===== src/rtl/tproc_pkg.sv =====
// Shared definitions for the instruction fetch path: widths, END opcode location and
// the fetch FSM state type.
package tproc_pkg;

    localparam int unsigned INSTR_W = 64;
    localparam int unsigned ADDR_W  = 16;

    localparam int unsigned OPC_MSB = 63;
    localparam int unsigned OPC_LSB = 60;
    localparam logic [3:0]  END_OPCODE = 4'hF;

    typedef enum logic [1:0] {
        IDLE   = 2'd0,
        FETCH  = 2'd1,
        DRAIN  = 2'd2,
        FINISH = 2'd3
    } fetch_state_e;

    function automatic logic is_end_opcode(input logic [3:0] opc);
        return opc == END_OPCODE;
    endfunction

endpackage


===== src/rtl/sync_fifo.sv =====
// Synchronous FIFO with occupancy count; read data comes straight from the head entry
// register and reads as zero while empty.
module sync_fifo
    import tproc_pkg::*;
#(
    parameter int unsigned WIDTH = 64,
    parameter int unsigned DEPTH = 4,
    localparam int unsigned PTR_W = $clog2(DEPTH),
    localparam int unsigned CNT_W = PTR_W + 1
) (
    input  logic             clk,
    input  logic             rst,
    input  logic             flush,
    input  logic             push,
    input  logic [WIDTH-1:0] wdata,
    input  logic             pop,
    output logic [WIDTH-1:0] rdata,
    output logic             full,
    output logic             empty,
    output logic [CNT_W-1:0] count
);

    logic [WIDTH-1:0] mem_q [DEPTH];
    logic [PTR_W-1:0] wr_ptr_q;
    logic [PTR_W-1:0] rd_ptr_q;
    logic [CNT_W-1:0] count_q;
    logic             do_push;
    logic             do_pop;

    assign empty = (count_q == '0);
    assign full  = (count_q == CNT_W'(DEPTH));

    // Pop on empty is dropped; a push into a full buffer only lands if a pop frees a slot.
    assign do_pop  = pop && !empty;
    assign do_push = push && (!full || do_pop);

    always_ff @(posedge clk) begin
        if (rst || flush) begin
            wr_ptr_q <= '0;
            rd_ptr_q <= '0;
            count_q  <= '0;
        end else begin
            if (do_push) begin
                wr_ptr_q <= wr_ptr_q + PTR_W'(1);
            end
            if (do_pop) begin
                rd_ptr_q <= rd_ptr_q + PTR_W'(1);
            end
            count_q <= count_q + CNT_W'(do_push) - CNT_W'(do_pop);
        end
    end

    always_ff @(posedge clk) begin
        if (do_push) begin
            mem_q[wr_ptr_q] <= wdata;
        end
    end

    assign rdata = empty ? '0 : mem_q[rd_ptr_q];
    assign count = count_q;

endmodule


===== src/rtl/instr_fetch_unit.sv =====
// Instruction fetch unit: streams instruction memory from BASE_ADDR into a prefetch
// buffer until an END instruction is fetched, then drains the buffer to the decoder.
module instr_fetch_unit #(
    parameter int unsigned       INSTR_W    = tproc_pkg::INSTR_W,
    parameter int unsigned       ADDR_W     = tproc_pkg::ADDR_W,
    parameter int unsigned       FIFO_DEPTH = 4,
    parameter logic [ADDR_W-1:0] BASE_ADDR  = '0
) (
    input  logic               clk,
    input  logic               rst,
    input  logic               acc_enable,
    input  logic [INSTR_W-1:0] instr_port,
    output logic [ADDR_W-1:0]  instr_fetch_addr,
    output logic               instr_rd_en,
    output logic [INSTR_W-1:0] instr_out,
    output logic               instr_valid,
    input  logic               instr_ready,
    output logic               busy,
    output logic               done
);
    import tproc_pkg::*;

    localparam int unsigned CNT_W = $clog2(FIFO_DEPTH) + 1;

    fetch_state_e      state_q;
    logic [ADDR_W-1:0] addr_q;

    logic              fifo_full;
    logic              fifo_empty;
    logic [CNT_W-1:0]  fifo_count;
    logic              pop;
    logic              fetch_end;

    assign instr_valid = !fifo_empty;
    assign pop         = instr_valid && instr_ready;

    // Room is judged after this cycle's pop, so a full buffer still refills when the
    // decoder takes the head in the same cycle.
    assign instr_rd_en = (state_q == FETCH) &&
                         ((fifo_count - CNT_W'(pop)) < CNT_W'(FIFO_DEPTH));

    assign fetch_end = instr_rd_en && is_end_opcode(instr_port[OPC_MSB:OPC_LSB]);

    // Only the END word can be the last one in the buffer, so done fires on its hand-off.
    assign done = (state_q == DRAIN) && pop && is_end_opcode(instr_out[OPC_MSB:OPC_LSB]);

    assign busy             = (state_q != IDLE);
    assign instr_fetch_addr = addr_q;

    always_ff @(posedge clk) begin
        if (rst) begin
            state_q <= IDLE;
            addr_q  <= '0;
        end else begin
            case (state_q)
                IDLE: begin
                    if (acc_enable) begin
                        state_q <= FETCH;
                        addr_q  <= BASE_ADDR;
                    end
                end
                FETCH: begin
                    if (instr_rd_en) begin
                        addr_q <= addr_q + ADDR_W'(1);
                        if (fetch_end) begin
                            state_q <= DRAIN;
                        end
                    end
                end
                DRAIN: begin
                    if (done) begin
                        state_q <= FINISH;
                    end
                end
                FINISH: begin
                    state_q <= IDLE;
                end
                default: begin
                    state_q <= IDLE;
                end
            endcase
        end
    end

    sync_fifo #(
        .WIDTH (INSTR_W),
        .DEPTH (FIFO_DEPTH)
    ) u_prefetch_fifo (
        .clk   (clk),
        .rst   (rst),
        .flush (state_q == FINISH),
        .push  (instr_rd_en),
        .wdata (instr_port),
        .pop   (pop),
        .rdata (instr_out),
        .full  (fifo_full),
        .empty (fifo_empty),
        .count (fifo_count)
    );

    overflow_guard: assert property (@(posedge clk) disable iff (rst)
        !(fifo_full && instr_rd_en && !pop));

endmodule

===== config.mk =====
export PLATFORM = sky130hd
export DESIGN_NAME = instr_fetch_unit
export DESIGN_NICKNAME = d
export VERILOG_FILES = /design/src/rtl/tproc_pkg.sv /design/src/rtl/sync_fifo.sv /design/src/rtl/instr_fetch_unit.sv
export SDC_FILE = /design/constraint.sdc
export NUM_CORES = 1
export LEC_CHECK = 0
export ABC_AREA = 1
export ABC_CLOCK_PERIOD_IN_PS = 5600
export CORE_MARGIN = 3
export CORE_UTILIZATION = 50
export DETAILED_ROUTE_END_ITERATION = 10
export GPL_TIMING_DRIVEN = 1
export HOLD_SLACK_MARGIN = 0.05
export PLACE_DENSITY = 0.82
export SLEW_MARGIN = 15
export SYNTH_ARGS = -nofsm -noshare
export SYNTH_HDL_FRONTEND = slang
export SYNTH_HIERARCHICAL = 1
export SYNTH_SLANG_ARGS = --single-unit

===== constraint.sdc =====
create_clock -name clk -period 5.6 [get_ports clk]
set_input_delay 0.84 -clock clk [delete_from_list [all_inputs] [get_ports clk]]
set_output_delay 0.84 -clock clk [all_outputs]
set_load 0.02 [all_outputs]

==> metrics <==
router iterations before antenna repair=5; maximum VDD drop=0.000305 V; required time reported for the critical path endpoint=4760 ps; syn_area_per_cell=11.4 sq um; H-tree levels=1; Clock Pin Slew Worst Setup and Hold Paths=60 ps; Site Rows=55; run status=completed; starting DRC count in detailed routing=655; vias in the first global route=7910; Synth Instances=1032; post-synth design cell area=11800 sq um; kind of path behind the tightest hold check=register to register; crit-path max FO=87; part of the cycle the worst path needs=81.4%; GR Overflow Total=0; total routed wirelength=25600 um; core area=22900 sq um; TritonCTS Sinks=283; pin count of the biggest net entering global routing=88; worst-margin pin slew=1040 ps; post-cts hold buffer count=0; Lkg Pwr=4.78 nW; initial antenna violation count=3; placed cell area=13500 sq um; setup skew after layout=18.5 ps; clk_lat worst skew=540 ps; count of cells resized by post-cts repair=0; power density over cell area=446 nW/um^2; number of endpoints with negative hold slack in the final report=0; number of placed cells counting well taps=1452; pins over their slew limit=0; number of buffers between clock root and the deepest sink=3; floorplan die area=25500 sq um; global placer's final weighted congestion=0.881; wire length of the first global-routing pass=40900 um; post-route antenna net violation count=0; via count=7957; estimated wirelength of the detail-placed design=15200 um; width of the die=160 um; RSZ-0062 raised after global routing=no; share of final-layout standard cells stronger than drive strength 1=7.32%; initial standard-cell utilization of the core=51.4%; critical path launch point type=register; DR WL/cell=17.0 um; CTS tree=built; clock period minus worst slack=4560 ps; Non-Filler Instances=1503; number of design rule violations left after detail routing=0; FMAX=219 MHz; post-synth net total=1111; type of the worst setup path=register to primary output; Filler Cell Count=1740; die height=160 um; P&R area growth vs syn=21.2%; net count reported at finish=1248; final-report setup violation count=0; Clock Root Buffer=sky130_fd_sc_hd__clkbuf_16; routed vias/inst=5.29; endpoint kind of the worst setup timing path=primary output; number of input and output port buffers inserted=151; max-slew headroom at the worst pin=30.9%; MaxCap Viol Count=0; total global routing track utilization=19.8%; boundary pin count=152; arrival time worst endpoint=3720 ps; Post-CTS Setup Inserts=0; post-route standard cell area excluding fillers=14300 sq um; Ys Warns=6; post-route setup TNS=0 ps; Num CTS Buffers=28
critical path, cell delays in order, from the launching register on:
cell	delay, ps
sky130_fd_sc_hd__dfxtp_4	660
sky130_fd_sc_hd__clkinv_2	940
sky130_fd_sc_hd__buf_4	590
sky130_fd_sc_hd__o21ai_0	260
sky130_fd_sc_hd__a21oi_1	130
sky130_fd_sc_hd__clkdlybuf4s50_1	580
final cells by class:
| type | count | area [sq um] | area share (%) |
|---|---|---|---|
| clock buffer | 42 | 773 | 5.41 |
| clock inverter | 8 | 47.5 | 0.333 |
| antenna | 1 | 2.50 | 0.0175 |
| timing repair buffer | 160 | 1620 | 11.3 |
| inverter | 40 | 154 | 1.08 |
| sequential | 283 | 8230 | 57.6 |
| multi-input combinational | 656 | 3070 | 21.5 |
| tap | 313 | 392 | 2.74 |
path summary, 6_finish.rpt:
path                                            startpoint                                endpoint  slack (ps)  depth (start not counted)
setup reg to reg                   state_q[1]$_SDFFE_PP0P_  u_prefetch_fifo/mem_q[2][30]$_DFFE_PP_        2330                          7
hold / removal    u_prefetch_fifo/rd_ptr_q[1]$_SDFFE_PP0N_                                register         520                          2
setup / recovery                                  register                           instr_out[38]        1040                          5
hold reg to reg   u_prefetch_fifo/rd_ptr_q[1]$_SDFFE_PP0N_                                register         520                          2
state kept, by name (all words and copies together), names as in the netlist, named ones only:
signal,count
u_prefetch_fifo/mem_q,256
u_prefetch_fifo/rd_ptr_q,2
u_prefetch_fifo/wr_ptr_q,2
u_prefetch_fifo/count,3
state_q,2
instr_fetch_addr,16
where the power goes:
group | leakage [nW] | internal [W] | switching (W)
Combinational | 1.84 | 0.000701 | 0.00127
Clock | 0.401 | 0.000949 | 0.000720
Sequential | 2.54 | 0.00263 | 0.0000961
per-layer routing:
layer	global-route usage [%]	up-vias	wire length, um
met5	0	-	26
met4	5.45	4	437
met3	5.46	40	2030
met2	33.3	283	12500
met1	25.5	3793	10600
li1	-	3837	-
metrics by stage:
stage	power [W]	util (%)	setup WS (ps)	hold slack (ps)
final	0.00637	62.3	1040	523
after global routing	0.00671	62.3	758	552
after CTS	0.00643	62.3	1050	515
after detailed placement	0.00475	58.7	1610	506
after global placement	0.00471	58.7	1690	488
after floorplan	0.00400	-	507	468
layout by cell type (no fill, tap or decap), drive strengths merged:
cell	n
nand3	17
ha	10
o21bai	1
nor3b	1
clkinv	9
clkbuf	42
nand4	8
fa	1
nand2	82
inv	39
edfxtp	256
clkdlybuf4s50	151
diode	1
dfxtp	27
xor2	4
or2	2
xnor2	3
nor2	310
o21ai	132
buf	9
a21oi	84
nor3	1
Note: power is estimated with default switching activity, not from simulation.
